**src/rtl/debug_uart_pkg.sv**
```systemverilog
// debug_uart_pkg: shared state type and packet constants for debug_uart_tx.
// Defining DEBUG_UART_TX_CHECKSUM_EN grows the packet by one XOR checksum byte.
package debug_uart_pkg;
   typedef enum logic [1:0] {IDLE, START_BIT, DATA_BITS, STOP_BIT} uart_state_e;
   localparam logic [7:0] DEFAULT_HEADER = 8'hA5;
`ifdef DEBUG_UART_TX_CHECKSUM_EN
   localparam int PKT_BYTES = 9;
`else
   localparam int PKT_BYTES = 8;
`endif
   localparam int IDX_W = $clog2(PKT_BYTES);
endpackage

```
**src/rtl/uart_tx_byte.sv**
```systemverilog
// uart_tx_byte: sends one 8N1 byte LSB first; accepts the next byte in the
// last stop-bit cycle so consecutive bytes leave no idle gap on the line.
module uart_tx_byte
   import debug_uart_pkg::*;
#(
   parameter int CLKS_PER_BIT = 434
) (
   input  logic       clk,
   input  logic       nreset,
   input  logic       i_valid,
   input  logic [7:0] i_data,
   output logic       o_ready,
   output logic       o_tx
);
   localparam int CNT_W = $clog2(CLKS_PER_BIT);
   localparam logic [CNT_W-1:0] CNT_MAX = CNT_W'(CLKS_PER_BIT - 1);
   uart_state_e r_state, w_state_nxt;
   logic [CNT_W-1:0] r_cnt, w_cnt_nxt;
   logic [2:0] r_bit, w_bit_nxt;
   logic [7:0] r_data, w_data_nxt;
   logic r_tx, w_tx_nxt;
   logic w_tick;
   assign w_tick = r_cnt == CNT_MAX;
   assign o_ready = (r_state == IDLE) || (r_state == STOP_BIT && w_tick);
   assign o_tx = r_tx;
   always_ff @(posedge clk) begin
      if (!nreset) begin
         r_state <= IDLE;
         r_cnt <= '0;
         r_bit <= '0;
         r_data <= '0;
         r_tx <= 1'b1;
      end else begin
         r_state <= w_state_nxt;
         r_cnt <= w_cnt_nxt;
         r_bit <= w_bit_nxt;
         r_data <= w_data_nxt;
         r_tx <= w_tx_nxt;
      end
   end
   always_comb begin
      w_state_nxt = r_state;
      w_cnt_nxt = w_tick ? '0 : r_cnt + 1'b1;
      w_bit_nxt = r_bit;
      w_data_nxt = r_data;
      w_tx_nxt = r_tx;
      case (r_state)
         IDLE: begin
            w_cnt_nxt = '0;
            w_tx_nxt = ~i_valid;
            w_state_nxt = i_valid ? START_BIT : IDLE;
            w_data_nxt = i_valid ? i_data : r_data;
         end
         START_BIT: if (w_tick) begin
            w_state_nxt = DATA_BITS;
            w_bit_nxt = '0;
            w_tx_nxt = r_data[0];
         end
         DATA_BITS: if (w_tick) begin
            w_state_nxt = (r_bit == 3'd7) ? STOP_BIT : DATA_BITS;
            w_bit_nxt = r_bit + 3'd1;
            w_tx_nxt = (r_bit == 3'd7) ? 1'b1 : r_data[r_bit + 3'd1];
         end
         STOP_BIT: if (w_tick) begin
            w_state_nxt = i_valid ? START_BIT : IDLE;
            w_tx_nxt = ~i_valid;
            w_data_nxt = i_valid ? i_data : r_data;
         end
         default: w_state_nxt = IDLE;
      endcase
   end
endmodule

```
**src/rtl/debug_uart_tx.sv**
```systemverilog
// debug_uart_tx: snapshots the seven CPU debug ports and sends HEADER + ports
// as back-to-back 8N1 bytes; DEBUG_UART_TX_CHECKSUM_EN appends their XOR.
module debug_uart_tx
   import debug_uart_pkg::*;
#(
   parameter int CLKS_PER_BIT = 434,
   parameter logic [7:0] HEADER = DEFAULT_HEADER
) (
   input  logic       clk,
   input  logic       nreset,
   input  logic [7:0] debug_port1,
   input  logic [7:0] debug_port2,
   input  logic [7:0] debug_port3,
   input  logic [7:0] debug_port4,
   input  logic [7:0] debug_port5,
   input  logic [7:0] debug_port6,
   input  logic [7:0] debug_port7,
   input  logic       start,
   output logic       busy,
   output logic       done,
   output logic       tx
);
   logic [7:0] r_buf [PKT_BYTES];
   logic [IDX_W-1:0] r_byte_idx;
   logic r_busy, r_done;
   logic w_ready, w_last, w_accept, w_advance, w_finish, w_valid;
   logic [7:0] w_data;
   assign w_last = r_byte_idx == IDX_W'(PKT_BYTES - 1);
   // the done cycle is already idle, but a start seen there is still dropped
   assign w_accept = start && !r_busy && !r_done;
   assign w_advance = r_busy && w_ready && !w_last;
   assign w_finish = r_busy && w_ready && w_last;
   assign w_valid = w_accept || w_advance;
   // HEADER goes straight to the shifter so the start bit leaves on the snapshot edge
   assign w_data = w_accept ? HEADER : r_buf[r_byte_idx + 1'b1];
   assign busy = r_busy;
   assign done = r_done;
   always_ff @(posedge clk) begin
      if (w_accept) begin
         r_buf[0] <= HEADER;
         r_buf[1] <= debug_port1;
         r_buf[2] <= debug_port2;
         r_buf[3] <= debug_port3;
         r_buf[4] <= debug_port4;
         r_buf[5] <= debug_port5;
         r_buf[6] <= debug_port6;
         r_buf[7] <= debug_port7;
`ifdef DEBUG_UART_TX_CHECKSUM_EN
         r_buf[8] <= debug_port1 ^ debug_port2 ^ debug_port3 ^ debug_port4 ^
                     debug_port5 ^ debug_port6 ^ debug_port7;
`endif
      end
   end
   always_ff @(posedge clk) begin
      if (!nreset) begin
         r_busy <= 1'b0;
         r_done <= 1'b0;
         r_byte_idx <= '0;
      end else begin
         r_done <= w_finish;
         if (w_accept) begin
            r_busy <= 1'b1;
            r_byte_idx <= '0;
         end else if (w_advance) begin
            r_byte_idx <= r_byte_idx + 1'b1;
         end else if (w_finish) begin
            r_busy <= 1'b0;
         end
      end
   end
   uart_tx_byte #(.CLKS_PER_BIT(CLKS_PER_BIT)) u_tx (
      .clk    (clk),
      .nreset (nreset),
      .i_valid(w_valid),
      .i_data (w_data),
      .o_ready(w_ready),
      .o_tx   (tx)
   );
endmodule

```
**config.mk**
```make
export PLATFORM = sky130hd
export DESIGN_NAME = debug_uart_tx
export DESIGN_NICKNAME = d
export VERILOG_FILES = /design/src/rtl/debug_uart_pkg.sv /design/src/rtl/uart_tx_byte.sv /design/src/rtl/debug_uart_tx.sv
export SDC_FILE = /design/constraint.sdc
export NUM_CORES = 1
export LEC_CHECK = 0
export BUFFER_PORTS_ARGS = -buffer_cell sky130_fd_sc_hd__buf_2
export CORE_MARGIN = 5
export CORE_UTILIZATION = 39
export DETAILED_ROUTE_END_ITERATION = 8
export GPL_ROUTABILITY_DRIVEN = 0
export GPL_TIMING_DRIVEN = 0
export PLACE_DENSITY = 0.66
export SLEW_MARGIN = 10
export SYNTH_ARGS = -nofsm -noshare
export SYNTH_HDL_FRONTEND = slang
export SYNTH_SLANG_ARGS = --single-unit
```
**constraint.sdc**
```tcl
create_clock -name clk -period 6.4 [get_ports clk]
set_clock_uncertainty 0.1 [all_clocks]
set_input_delay 1.28 -clock clk [delete_from_list [all_inputs] [get_ports clk]]
set_output_delay 1.28 -clock clk [all_outputs]
set_load 0.005 [all_outputs]
```
Yosys cells after proc, flatten, opt, wreduce, memory -nomap -nowiden
Memory sizes are Yosys's and may differ from the RTL's.
Cells that the tools add are included.
W data, S select, Z words.
{"block": "classes", "shift": 0, "muxes": 25, "addsub": 3, "n_mul": 0, "bitwise": 2, "n_div": 0, "reduce_logical": 21, "n_lt_le_gt_ge": 1, "n_eq_ne": 10}
{"op": "$mux W8", "count": 3}
{"op": "$pmux W8 S2", "count": 1}
{"op": "$mux W1", "count": 12}
{"op": "$add A9 B1 Y9 const B", "count": 1}
{"op": "$eq A9 B9 Y1 const B", "count": 1}
{"op": "$pmux W2 S4", "count": 1}
{"op": "$add A3 B1 Y3 const B", "count": 2}
{"op": "$eq A3 B3 Y1 const B", "count": 2}
{"op": "$logic_and A1 B1 Y1", "count": 6}
{"op": "$mux W2", "count": 3}
{"op": "$mux W3", "count": 2}
{"op": "$ne A2 B1 Y1 const B", "count": 3}
{"op": "$pmux W3 S2", "count": 1}
{"op": "$reduce_and A3 Y1", "count": 2}
{"op": "$reduce_bool A2 Y1", "count": 3}
{"op": "$eq A2 B2 Y1 const B", "count": 2}
{"op": "$lt A3 B4 Y1 const B", "count": 1}
{"op": "$pmux W1 S4", "count": 1}
{"op": "$reduce_and A2 Y1", "count": 2}
{"op": "$bmux W1 S3", "count": 1}
{"op": "$logic_not A1 Y1", "count": 3}
{"op": "$reduce_or A3 Y1", "count": 1}
{"op": "$eq A2 B1 Y1 const B", "count": 1}
{"op": "$logic_not A2 Y1", "count": 1}
{"op": "4 further kinds", "count": 6}
{"block": "word_totals", "register_bits": 28, "memories": 1, "latchBits": 0, "romBits": 0, "elab_cells": 71, "ramBits": 64, "output_inout_bits": 3, "inputBits": 59}
{"memory": "r_buf", "words": 8, "width": 8, "read_ports": 1, "rd_ports_with_merged_regs": 0, "write_ports": 8, "line_no": "debug_uart_tx.sv:23", "rtl": "logic [7:0] r_buf [PKT_BYTES];"}

Logic depth before layout (Yosys ltp)
Gate-level depths: netlist of the first run.
{"block": "depth", "word_depth": 9, "mapped_depth": 7, "mapped_depth_nobuf": 6}

Cells and area by module
A second synthesis of the first run with hierarchy kept.
{"block": "unflattened", "cells_unflattened": 257, "area_unflattened_um2": 3579.7}
{"module": "debug_uart_tx", "seq_area_each_um2": 1781.7, "cells_each": 128, "area_each_um2": 2409.8, "instances": 1}
{"module": "uart_tx_byte", "seq_area_each_um2": 460.4, "cells_each": 129, "area_each_um2": 1169.9, "instances": 1}

Worst setup path after synthesis of the first run
OpenSTA, ideal clock, no wires.
{"block": "synth_path", "kind": "input-to-reg", "from": "in start", "to": "reg u_tx.r_data[1]", "n_path_buf": 0, "setup_time_ns": 0.087, "required_ns": 6.213, "arrival_ns": 4.643, "path_slack_ns": 1.570, "cell_stages": 4, "path_cell_list": "nor3b_2 > nor2_1 > or2_4 > o31ai_1"}
{"block": "synth_between", "elab_chain_len": 6, "word_cells_on_any_way": 7, "classes_between": "4 x mux; 3 x reduce/logical"}
{"item": "from (decl)", "line_no": "debug_uart_tx.sv:18", "rtl": "input logic start,"}
{"item": "$logic_and A1 B1 Y1 * (2 in a row)", "line_no": "debug_uart_tx.sv:30", "rtl": "assign w_accept = start && !r_busy && !r_done;"}
{"item": "$mux W8 / $logic_or A1 B1 Y1 (equally long branches)", "line_no": "debug_uart_tx.sv:35, debug_uart_tx.sv:33"}
{"item": "$mux W8 *", "line_no": "uart_tx_byte.sv:52, uart_tx_byte.sv:67"}
{"item": "$mux W8", "line_no": "uart_tx_byte.sv:64", "rtl": "STOP_BIT: if (w_tick) begin"}
{"item": "$pmux W8 S2 *", "line_no": "uart_tx_byte.sv:47", "rtl": "case (r_state)"}
{"item": "to (signal assigned)", "line_no": "uart_tx_byte.sv:37", "rtl": "r_data <= w_data_nxt;"}
{"item": "to (decl)", "line_no": "uart_tx_byte.sv:20", "rtl": "logic [7:0] r_data, w_data_nxt;"}
Every way passes the cells marked *; elsewhere a longest branch is shown, timed or not. The select of a mux whose other input is x is not followed.
A chain may end at the register's enable or synchronous reset.

Worst setup path after layout of the first run
{"block": "layout_path", "from": "in start", "to": "reg u_tx.r_data[1]"}
{"block": "layout_between", "elab_chain_len": 6, "word_cells_on_any_way": 7, "classes_between": "4 x mux; 3 x reduce/logical"}
{"item": "$logic_and A1 B1 Y1 * (2 in a row)", "line_no": "debug_uart_tx.sv:30"}
{"item": "via w_accept", "line_no": "debug_uart_tx.sv:26", "rtl": "logic w_ready, w_last, w_accept, w_advance, w_finish, w_valid;"}
{"item": "$mux W8 / $logic_or A1 B1 Y1 (equally long branches)", "line_no": "debug_uart_tx.sv:35, debug_uart_tx.sv:33"}
{"item": "$mux W8 *", "line_no": "uart_tx_byte.sv:52, uart_tx_byte.sv:67"}
{"item": "$mux W8", "line_no": "uart_tx_byte.sv:64"}
{"item": "$pmux W8 S2 *", "line_no": "uart_tx_byte.sv:47"}
Mark *: on every way through the listed nets, which the timed path passes. The rest lies on a longest branch. The select of a mux whose other input is x is not followed.

==> insert_results.sql, run 1 <==
INSERT INTO impl_metrics (metric_group, metric, value, unit) VALUES
('sta', 'tns', '0', 'ns'),
('floorplan', 'die_h', '105.4', 'um'),
('critical_path', 'worst_path_required', '6.57', 'ns'),
('critical_path', 'reg2reg_setup_slack', '3.97', 'ns'),
('cts', 'cts_hold_repair.buffers', '0', ''),
('cts', 'post-cts-setup-buffers', '0', ''),
('placed_design', 'pre_cts_slack', '3.245', 'ns'),
('final_layout', 'area_growth', '19.10', '%'),
('sta', 'grt_setup_unrepaired', 'false', ''),
('routing', 'detailroute.wirelength.met3', '317', 'um'),
('sta', 'final_min_period_over_clock_period', '43.48', '%'),
('sta', 'timing_hold_violations_final', '0', ''),
('yosys', 'synth.distinct_cells', '45', ''),
('global_route', 'grt_antenna_before_repair', '0', ''),
('yosys', 'synth.yosys.seq_area_share', '63.14', '%'),
('cts', 'ctsRootBufferMaster', 'sky130_fd_sc_hd__clkbuf_8', ''),
('yosys', 'ys_warn_count', '0', ''),
('yosys', 'xor_xnor_share_of_the_synthesized_area', '1.727', '%'),
('routing', 'met1_length', '2996', 'um'),
('yosys', 'synthMuxAreaShare', '9.056', '%'),
('yosys', 'synth-edff-count', '56', ''),
('floorplan', 'rows', '34', ''),
('yosys', 'synth_compound_gate_area_share', '10.54', '%'),
('sta', 'slew_headroom', '40.05', '%'),
('power', 'max-vdd-ir-drop', '0.0001598', 'V'),
('floorplan', 'initial_utilization', '40.32', '%'),
('yosys', 'synth_area_per_cell', '14.09', 'um^2'),
('routing', 'route.vias.total', '2275', ''),
('yosys', 'synth_cells', '252', ''),
('routing', 'routed_via_density', '5.170', ''),
('yosys', 'synth_top_cells_by_area', 'sky130_fd_sc_hd__edfxtp_1, sky130_fd_sc_hd__dfxtp_1, sky130_fd_sc_hd__mux4_2, sky130_fd_sc_hd__mux2i_1, sky130_fd_sc_hd__ha_1', ''),
('final_layout', 'post-route-util', '48.03', '%'),
('critical_path', 'timing.critical_path.from_type', 'input port', ''),
('yosys', 'mappedNetlistNets', '321', ''),
('cts', 'clock_insertion_delay_worst_skew', '0.36', 'ns'),
('routing', 'antenna_violating_nets_post_route', '0', ''),
('cts', 'htreeDepth', '3', ''),
('power', 'power-per-cell-area', '312.5', 'nW/um^2'),
('global_route', 'track_usage', '12.61', '%'),
('yosys', 'post_synthesis_simple_gate_area_fraction', '9.972', '%'),
('job', 'drv.max_cap_violation_count', '0', ''),
('final_layout', 'area.sequential', '2242', 'um^2'),
('final_layout', 'num-nets-final', '396', ''),
('sta', 'finalSetupViolCount', '0', ''),
('yosys', 'synth.cells.most_frequent', 'sky130_fd_sc_hd__edfxtp_1, sky130_fd_sc_hd__dfxtp_1, sky130_fd_sc_hd__nor2_1', ''),
('critical_path', 'timing.critical_path.to_type', 'flip-flop', ''),
('cts', 'postCtsResizedCells', '0', ''),
('placed_design', 'port_buffers', '61', ''),
('routing', 'remaining_drc_errors', '0', ''),
('min_path', 'min_path_type', 'reg2reg', ''),
('yosys', 'synth_top_area_share', '47.36', '%'),
('floorplan', 'io_pins', '62', ''),
('final_layout', 'multiInputGateArea', '1242', 'um^2'),
('floorplan', 'dieWidth', '105.4', 'um'),
('global_route', 'grt_start_max_net_pins', '20', ''),
('sta', 'max_slew.worst_pin.slew', '0.8983', 'ns'),
('yosys', 'synth.most_common_cell', 'sky130_fd_sc_hd__edfxtp_1', ''),
('floorplan', 'core-area', '8806', 'um^2'),
('sta', 'timing_max_transition_violations_final', '0', ''),
('global_route', 'grt_pass1_vias', '2409', ''),
('power', 'leakagePower', '1.541', 'nW'),
('yosys', 'yosys_most_used_dff', 'sky130_fd_sc_hd__edfxtp_1', ''),
('yosys', 'mappedNetlistArea', '3551', 'um^2'),
('cts', 'cts_buffer_depth', '2', ''),
('yosys', 'synth-adder-area-share', '3.524', '%'),
('routing', 'routed_wirelength', '6615', 'um'),
('sta', 'fmax', '359.3', 'MHz'),
('status', 'run_status', 'finished clean', ''),
('cts', 'tritoncts.num_buffers', '9', ''),
('yosys', 'synth_top_family_by_area', 'compound AO/OA/AOI/OAI gates', ''),
('sta', 'fin_crit', '2.783', 'ns');
cell usage in the layout, fill, tap and decap left out, types with 5 or more instances in the layout:
master / netlist / routed
sky130_fd_sc_hd__buf_2: 1 / 62
sky130_fd_sc_hd__edfxtp_1: 56 / 56
sky130_fd_sc_hd__dfxtp_1: 28 / 28
sky130_fd_sc_hd__nor2_1: 18 / 18
sky130_fd_sc_hd__nand2_1: 15 / 15
sky130_fd_sc_hd__mux2i_1: 13 / 13
sky130_fd_sc_hd__o21ai_0: 10 / 10
sky130_fd_sc_hd__ha_1: 10 / 10
sky130_fd_sc_hd__clkbuf_8: 0 / 9
sky130_fd_sc_hd__a21oi_1: 7 / 7
sky130_fd_sc_hd__o211ai_1: 7 / 7
sky130_fd_sc_hd__mux4_2: 6 / 6
sky130_fd_sc_hd__inv_1: 5 / 5
sky130_fd_sc_hd__nand4_1: 5 / 5
sky130_fd_sc_hd__mux2_2: 5 / 5
sky130_fd_sc_hd__o22ai_1: 5 / 5
final timing paths:
path | startpoint | endpoint | cells after the start
worst min register to register | u_tx.r_cnt[0] | u_tx.r_cnt[0] | 1
worst max-delay path | start | u_tx.r_data[1] | 5
worst min-delay path | u_tx.r_cnt[0] | u_tx.r_cnt[0] | 1
worst max register to register | r_byte_idx[0] | u_tx.r_data[2] | 7
stage by stage:
| stage | std cells | hold WS [ns] | cell area [um^2] |
|---|---|---|---|
| after floorplan | 252 | 0.3409 | 3551 |
| after global placement | 421 | 0.3589 | 3991 |
| after detailed placement | 424 | 0.3724 | 4043 |
| after CTS | 440 | 0.3915 | 4229 |
| after global routing | 440 | 0.4081 | 4229 |
| final | 440 | 0.3833 | 4229 |
worst max-delay path, cell delays in order:
cell,delay [ns]
sky130_fd_sc_hd__buf_2,0.08
sky130_fd_sc_hd__nor3b_4,0.74
sky130_fd_sc_hd__nor2_1,0.29
sky130_fd_sc_hd__or2_4,0.34
sky130_fd_sc_hd__o31ai_1,0.22
routing by layer:
layer  vias to the layer above  global-route usage [%]
met4                         0                   4.686
met5                         -                       0
met1                      1082                   15.68
met3                         9                   3.178
li1                       1126                       -
met2                        58                   21.22
cells by family after synthesis:
kind of cell / Yosys count
AOI/OAI and AO/OA: 49
xor gates and xnor gates: 7
adders and majority gates: 10
buffers and inverters: 14
DFF: 84
muxes: 24
and+or+nand+nor: 64
registers in the layout, summed over array words and instances, names as in the netlist, 2 cells and up:
register      count
u_tx.r_cnt        9
u_tx.r_data       8
u_tx.r_bit        3
u_tx.r_state      2
r_byte_idx        3
r_buf            56
where the power goes:
group	internal, W	switching [W]
combinational	0.000138	0.000167
clock	0.000146	0.000204
sequential	0.000636	0.0000292
area by class of cell:
class	count	share of cell area (%)
flip-flops and latches	84	53.02
multi-input cells	154	29.38
repair buffers	64	8.284
well taps	108	3.195
clock buffers	9	2.929
clock inverters	7	1.479
plain buffers	9	1.272
inverters	5	0.4438
Note: power is estimated with default switching activity, not from simulation.
==> inputs of run 2 (changes only) <==
==> constraint.sdc (replaced) <==
create_clock -name clk -period 2.6 [get_ports clk]
set_clock_uncertainty 0.1 [all_clocks]
set_input_delay 0.52 -clock clk [delete_from_list [all_inputs] [get_ports clk]]
set_output_delay 0.52 -clock clk [all_outputs]
set_load 0.005 [all_outputs]
==> insert_results.sql, run 2 (synthesized netlist as in run 1, its figures left out) <==
INSERT INTO impl_metrics (metric_group, metric, value, unit) VALUES
('critical_path', 'cell_chain_critical_path', 'ha_1 > ha_1 > clkbuf_1 > mux4_2 > nand2_1 > o21ai_0 > o221a_2', ''),
('sta', 'timing_hold_violations_final', '0', ''),
('placed_design', 'hpwl', '5013', 'um'),
('floorplan', 'io_pins', '62', ''),
('critical_path', 'crit_buf_inv', '1', ''),
('sta', 'max_slew.worst_pin.slew', '0.4943', 'ns'),
('global_route', 'grt_antenna_before_repair', '0', ''),
('cts', 'post-cts-setup-buffers', '0', ''),
('final_layout', 'final_layout_size_suffix_gt1_share', '32.13', '%'),
('job', 'drv.max_cap_violation_count', '0', ''),
('final_layout', 'num_antenna_cells', '0', ''),
('cts', 'cts_hold_repair.buffers', '0', ''),
('critical_path', 'r2r-end', 'u_tx.r_data[2]', ''),
('cts', 'tritoncts', 'done', ''),
('min_path', 'min_path_type', 'in2reg', ''),
('global_route', 'track_usage', '12.73', '%'),
('final_layout', 'number_of_inserted_filler_cells_in_the_final_layout', '767', ''),
('critical_path', 'critPathSlowestCell', 'sky130_fd_sc_hd__dfxtp_1', ''),
('power', 'switching_share', '28.18', '%'),
('final_layout', 'most_common_library_cell_in_the_layout_ignoring_fill_and_taps', 'sky130_fd_sc_hd__buf_2', ''),
('cts', 'postCtsResizedCells', '0', ''),
('critical_path', 'worst_path_required', '2.75', 'ns'),
('routing', 'route.vias.total', '2279', ''),
('final_layout', 'largest_register_ffs', '56', ''),
('sta', 'final_min_period_over_clock_period', '93.03', '%'),
('final_layout', 'most-common-layout-cells', 'sky130_fd_sc_hd__buf_2, sky130_fd_sc_hd__edfxtp_1, sky130_fd_sc_hd__dfxtp_1, sky130_fd_sc_hd__nor2_1, sky130_fd_sc_hd__nand2_1', ''),
('cts', 'clock_insertion_delay_worst_skew', '0.35', 'ns'),
('critical_path', 'timing.critical_path.from_type', 'flip-flop', ''),
('sta', 'fmax', '413.4', 'MHz'),
('routing', 'remaining_drc_errors', '0', ''),
('power', 'p_comb_share', '22.0', '%'),
('routing', 'routed_via_density', '5.168', ''),
('floorplan', 'core-area', '8806', 'um^2'),
('sta', 'fin_crit', '2.419', 'ns'),
('critical_path', 'timing.critical_path.fanout_max', '10', ''),
('critical_path', 'critPathTopFamily', 'adder cells', ''),
('final_layout', 'largest-register', 'r_buf', ''),
('critical_path', 'timing.reg2reg.worst_path_depth', '7', ''),
('sta', 'timing_max_transition_violations_final', '0', ''),
('final_layout', 'reg_top3', 'r_buf x56, u_tx.r_cnt x9, u_tx.r_data x8', ''),
('sta', 'worst_setup_slack_after_layout', '0.1811', 'ns'),
('min_path', 'timing.hold.worst_endpoint', 'r_buf[4][6]', ''),
('global_route', 'grt_start_max_net_pins', '19', ''),
('sta', 'tns', '0', 'ns'),
('critical_path', 'crit_path_kind', 'reg2reg', ''),
('cts', 'tritoncts_num_sinks', '84', ''),
('final_layout', 'num-nets-final', '397', ''),
('final_layout', 'multiInputGateArea', '1242', 'um^2'),
('power', 'power.sequential.fraction', '47.5', '%'),
('power', 'power-per-cell-area', '801.6', 'nW/um^2'),
('status', 'run_status', 'finished clean', ''),
('power', 'max-vdd-ir-drop', '0.0004037', 'V'),
('routing', 'antenna_violating_nets_post_route', '0', ''),
('sta', 'slew_headroom', '67.05', '%'),
('critical_path', 'reg2reg_setup_slack', '0.18', 'ns'),
('global_route', 'grt_first_pass_wirelength', '11340', 'um'),
('final_layout', 'finish.cell_count_without_fillers', '441', ''),
('cts', 'clkSlewWorstSetupHoldPaths', '0.09', 'ns'),
('power', 'internal_power', '0.002475', 'W'),
('sta', 'grt_setup_unrepaired', 'false', ''),
('routing', 'firstDrtPassIters', '4', ''),
('cts', 'htreeDepth', '3', ''),
('floorplan', 'die_h', '105.4', 'um'),
('power', 'finalPower', '0.003446', 'W'),
('final_layout', 'stdcell_area', '4299', 'um^2'),
('sta', 'finalSetupViolCount', '0', ''),
('placed_design', 'dpl.cell_count', '425', ''),
('cts', 'cts_buffer_depth', '2', ''),
('routing', 'dr.first_iter.drc_count', '102', ''),
('global_route', 'overflow', '0', ''),
('placed_design', 'pre_cts_slack', '0.1523', 'ns'),
('placed_design', 'port_buffers', '61', ''),
('floorplan', 'rows', '34', ''),
('critical_path', 'worst-endpoint-arrival', '2.57', 'ns'),
('power', 'switching_power', '0.0009711', 'W'),
('critical_path', 'timing.critical_path.to_type', 'flip-flop', ''),
('final_layout', 'area_growth', '21.07', '%'),
('routing', 'routed_wirelength', '6545', 'um'),
('critical_path', 'cpMostUsedCell', 'sky130_fd_sc_hd__ha_1', ''),
('global_route', 'grt_pass1_vias', '2425', ''),
('floorplan', 'fp.dieArea', '11110', 'um^2'),
('power', 'leakagePower', '1.583', 'nW'),
('floorplan', 'dieWidth', '105.4', 'um'),
('floorplan', 'initial_utilization', '40.32', '%'),
('cts', 'ctsRootBufferMaster', 'sky130_fd_sc_hd__clkbuf_8', ''),
('final_layout', 'area.sequential', '2242', 'um^2'),
('cts', 'tritoncts.num_buffers', '9', ''),
('power', 'power.share.clock', '30.5', '%'),
('placed_design', 'instance_area_after_placement', '4070', 'um^2'),
('critical_path', 'critical_path.max_stage_delay', '0.41', 'ns'),
('critical_path', 'crit-reg2reg-launch', 'r_byte_idx[0]', ''),
('min_path', 'worstHoldStart', 'debug_port4[6]', ''),
('routing', 'wl_per_cell', '14.84', 'um'),
('min_path', 'timing.hold.worst_path_depth', '1', '');
run 2: cell count changes in the layout (fill, tap and decap cells not counted):
cell,change
sky130_fd_sc_hd__clkinv_4,-3
sky130_fd_sc_hd__bufinv_16,+2
sky130_fd_sc_hd__inv_8,+2
sky130_fd_sc_hd__buf_16,+1
sky130_fd_sc_hd__clkinv_1,-1
sky130_fd_sc_hd__clkinv_2,+1
sky130_fd_sc_hd__clkinv_8,-1
sky130_fd_sc_hd__clkinvlp_4,-1
sky130_fd_sc_hd__inv_6,+1
sky130_fd_sc_hd__o311ai_0,-1
sky130_fd_sc_hd__o311ai_1,+1
run 2: how the worst max path moves through the flow:
stage                  start             end  slack (ns)  cells after the start
2_1_floorplan          start  u_tx.r_data[1]       -0.49                      4
3_3_place_gp           start  u_tx.r_data[4]       -1.29                      5
3_5_place_dp   r_byte_idx[0]  u_tx.r_data[2]        0.15                      7
4_1_cts        r_byte_idx[0]  u_tx.r_data[2]        0.13                      7
5_1_grt        r_byte_idx[0]  u_tx.r_data[2]       0.005                      7
6_report       r_byte_idx[0]  u_tx.r_data[2]        0.18                      7
run 2: layout make-up:
class / instances / area share, %
tap: 108 / 3.143
timing repair buffer: 65 / 8.789
multi-input combinational: 154 / 28.90
sequential: 84 / 52.15
buffer: 9 / 1.251
clock inverter: 7 / 2.445
clock buffer: 9 / 2.881
inverter: 5 / 0.4366
run 2: routing by layer:
layer / routed length, um / GRT usage, % / vias up
met4: 103 / 5.061 / 0
met2: 3307 / 21.17 / 58
met5: 0 / 0 / -
met3: 333 / 3.484 / 7
li1: - / - / 1124
met1: 2801 / 15.73 / 1090
run 2: power by group through the flow:
stage	Sequential [W]	Combinational [W]	Clock, W
finish	0.00164	0.000757	0.00105
floorplan	0.00165	0.000562	0
global route	0.00165	0.000851	0.00113
CTS	0.00164	0.000768	0.00108
detailed placement	0.00167	0.000764	0
global placement	0.00167	0.000730	0
run 2: metrics by stage:
stage / hold slack (ns) / utilization (%)
2_1_floorplan: 0.3409 / -
3_3_place_gp: 0.3637 / 45.40
3_5_place_dp: 0.3742 / 46.22
4_1_cts: 0.2153 / 48.82
5_1_grt: 0.2136 / 48.82
6_report: 0.2351 / 48.82
run 2: worst reg2reg max path, stage by stage, from the launching register on:
cell and delay [ns]:
sky130_fd_sc_hd__dfxtp_1 0.41, sky130_fd_sc_hd__ha_1 0.25, sky130_fd_sc_hd__ha_1 0.35, sky130_fd_sc_hd__clkbuf_1 0.41
sky130_fd_sc_hd__mux4_2 0.37, sky130_fd_sc_hd__nand2_1 0.08, sky130_fd_sc_hd__o21ai_0 0.10, sky130_fd_sc_hd__o221a_2 0.24
==> inputs of run 3 (changes only) <==
--- a/config.mk
+++ b/config.mk
@@ -6,6 +6,7 @@
 export NUM_CORES = 1
 export LEC_CHECK = 0
 export BUFFER_PORTS_ARGS = -buffer_cell sky130_fd_sc_hd__buf_2
+export CORE_ASPECT_RATIO = 1.1
 export CORE_MARGIN = 5
 export CORE_UTILIZATION = 39
 export DETAILED_ROUTE_END_ITERATION = 8
==> insert_results.sql, run 3 (synthesized netlist as in run 1, its figures left out) <==
INSERT INTO impl_metrics (metric_group, metric, value, unit) VALUES
('status', 'run_status', 'finished clean', ''),
('final_layout', 'largest-register', 'r_buf', ''),
('final_layout', 'num-nets-final', '396', ''),
('global_route', 'grt_use_met1', '15.48', '%'),
('floorplan', 'die_h', '110.1', 'um'),
('cts', 'htreeDepth', '3', ''),
('power', 'power-per-cell-area', '781.5', 'nW/um^2'),
('routing', 'routed_wirelength', '6482', 'um'),
('cts', 'cts_hold_repair.buffers', '0', ''),
('sta', 'timing_max_transition_violations_final', '0', ''),
('min_path', 'min_path_type', 'in2reg', ''),
('sta', 'fmax', '424.0', 'MHz'),
('sta', 'fin_crit', '2.358', 'ns'),
('floorplan', 'fp.dieArea', '11120', 'um^2'),
('cts', 'tritoncts.num_buffers', '9', ''),
('cts', 'ctsRootBufferMaster', 'sky130_fd_sc_hd__clkbuf_8', ''),
('routing', 'antenna_violating_nets_post_route', '0', ''),
('final_layout', 'most_common_library_cell_in_the_layout_ignoring_fill_and_taps', 'sky130_fd_sc_hd__buf_2', ''),
('routing', 'remaining_drc_errors', '0', ''),
('critical_path', 'timing.reg2reg.worst_path_depth', '7', ''),
('cts', 'post-cts-setup-buffers', '0', ''),
('final_layout', 'most-common-layout-cells', 'sky130_fd_sc_hd__buf_2, sky130_fd_sc_hd__edfxtp_1, sky130_fd_sc_hd__dfxtp_1, sky130_fd_sc_hd__nor2_1, sky130_fd_sc_hd__nand2_1', ''),
('critical_path', 'timing.critical_path.from_type', 'flip-flop', ''),
('final_layout', 'area_growth', '19.98', '%'),
('sta', 'max_slew.worst_pin.slew', '0.6068', 'ns'),
('power', 'internal_power', '0.002362', 'W'),
('placed_design', 'port_buffers', '61', ''),
('power', 'max-vdd-ir-drop', '0.0004144', 'V'),
('sta', 'timing_hold_violations_final', '0', ''),
('routing', 'routed_via_density', '5.072', ''),
('sta', 'final_min_period_over_clock_period', '90.70', '%'),
('routing', 'dr.first_iter.drc_count', '146', ''),
('critical_path', 'worstSetupPathDepth', '7', ''),
('sta', 'grt_setup_unrepaired', 'false', ''),
('cts', 'postCtsResizedCells', '0', ''),
('critical_path', 'worst_path_required', '2.75', 'ns'),
('floorplan', 'initial_utilization', '40.02', '%'),
('power', 'switching_power', '0.0009672', 'W'),
('min_path', 'timing.hold.worst_path_depth', '1', ''),
('global_route', 'globalRoute.busiestLayer', 'met2', ''),
('global_route', 'grt_util_met2', '21.35', '%'),
('sta', 'tns', '0', 'ns'),
('cts', 'tritoncts_num_sinks', '84', ''),
('critical_path', 'cpMostUsedCell', 'sky130_fd_sc_hd__ha_1', ''),
('sta', 'slew_headroom', '59.50', '%'),
('power', 'power.share.clock', '27.9', '%'),
('critical_path', 'crit_path_kind', 'reg2reg', ''),
('floorplan', 'dieWidth', '101.0', 'um'),
('final_layout', 'largest_register_ffs', '56', ''),
('critical_path', 'timing.critical_path.to_type', 'flip-flop', ''),
('final_layout', 'stdcell_area', '4260', 'um^2'),
('critical_path', 'timing.critical_path.fanout_max', '10', ''),
('cts', 'clkSlewWorstSetupHoldPaths', '0.09', 'ns'),
('final_layout', 'final_layout_size_suffix_gt1_share', '31.93', '%'),
('cts', 'tritoncts', 'done', ''),
('global_route', 'overflow', '0', ''),
('global_route', 'grt_antenna_before_repair', '0', ''),
('power', 'p_comb_share', '23.0', '%'),
('routing', 'route.vias.total', '2262', ''),
('placed_design', 'instance_area_after_placement', '4063', 'um^2'),
('power', 'switching_share', '29.05', '%'),
('global_route', 'grt_first_pass_wirelength', '10920', 'um'),
('floorplan', 'core-area', '8874', 'um^2'),
('cts', 'cts_buffer_depth', '2', ''),
('floorplan', 'rows', '36', ''),
('critical_path', 'cell_chain_critical_path', 'ha_1 > ha_1 > clkbuf_1 > mux4_2 > nand2_1 > o21ai_0 > o221a_2', ''),
('critical_path', 'critical_path.max_stage_delay', '0.41', 'ns'),
('global_route', 'grt_pass1_vias', '2324', ''),
('critical_path', 'worst-endpoint-arrival', '2.51', 'ns'),
('placed_design', 'hpwl', '4903', 'um'),
('final_layout', 'reg_top3', 'r_buf x56, u_tx.r_cnt x9, u_tx.r_data x8', ''),
('routing', 'firstDrtPassIters', '4', ''),
('floorplan', 'io_pins', '62', ''),
('power', 'power.sequential.fraction', '49.2', '%'),
('critical_path', 'crit_buf_inv', '1', ''),
('global_route', 'grt.met3_usage', '4.028', '%'),
('cts', 'clock_insertion_delay_worst_skew', '0.35', 'ns'),
('job', 'drv.max_cap_violation_count', '0', ''),
('critical_path', 'critPathSlowestCell', 'sky130_fd_sc_hd__dfxtp_1', ''),
('critical_path', 'critPathTopFamily', 'adder cells', ''),
('final_layout', 'num_antenna_cells', '0', ''),
('global_route', 'track_usage', '12.86', '%'),
('sta', 'finalSetupViolCount', '0', ''),
('global_route', 'grt_start_max_net_pins', '22', ''),
('power', 'leakagePower', '1.557', 'nW'),
('routing', 'wl_per_cell', '14.53', 'um');
## run 3: path summary, 6_finish.rpt
check / start / endpoint / slack (ns)
max reg2reg: r_byte_idx[0] / u_tx.r_data[2] / 0.24
max: r_byte_idx[0] / u_tx.r_data[2] / 0.24
min: debug_port4[4] / r_buf[4][4] / 0.24
min reg2reg: u_tx.r_cnt[0] / u_tx.r_cnt[0] / 0.38
## run 3: area by class of cell
type,instances,area [um^2]
Sequential cell,84,2242
Inverter,5,18.77
Clock inverter,7,73.82
Timing Repair Buffer,64,362.8
Multi-Input combinational cell,154,1242
Tap cell,114,142.6
Clock buffer,9,123.9
Buffer,9,53.80
Fill cell,766,4613
## run 3: metrics by stage
step                      utilization, %  cells  setup slack (ns)  hold WS [ns]  total power, W
after CTS                          48.01    446            0.2073        0.2176        0.003365
after floorplan                        -    252           -0.4864        0.3409        0.002213
after global placement             45.14    427            -1.267        0.3593        0.002396
after global routing               48.01    446           0.01814        0.2109        0.003523
after detailed placement           45.78    430            0.2239        0.3635        0.002432
final                              48.01    446            0.2417        0.2362        0.003330
## run 3: metal layers
| layer | routed length, um | part of all wire (%) |
|---|---|---|
| met5 | 0 | 0 |
| met4 | 123 | 1.9 |
| met1 | 2757 | 43 |
| met2 | 3255 | 50 |
| met3 | 345 | 5.3 |
## run 3: power by group through the flow
stage / Sequential (W) / Combinational, W / Clock, W
2_1_floorplan: 0.00165 / 0.000562 / 0
3_3_place_gp: 0.00167 / 0.000727 / 0
3_5_place_dp: 0.00167 / 0.000763 / 0
4_1_cts: 0.00164 / 0.000768 / 0.000958
5_1_grt: 0.00166 / 0.000860 / 0.00101
6_report: 0.00164 / 0.000764 / 0.000928
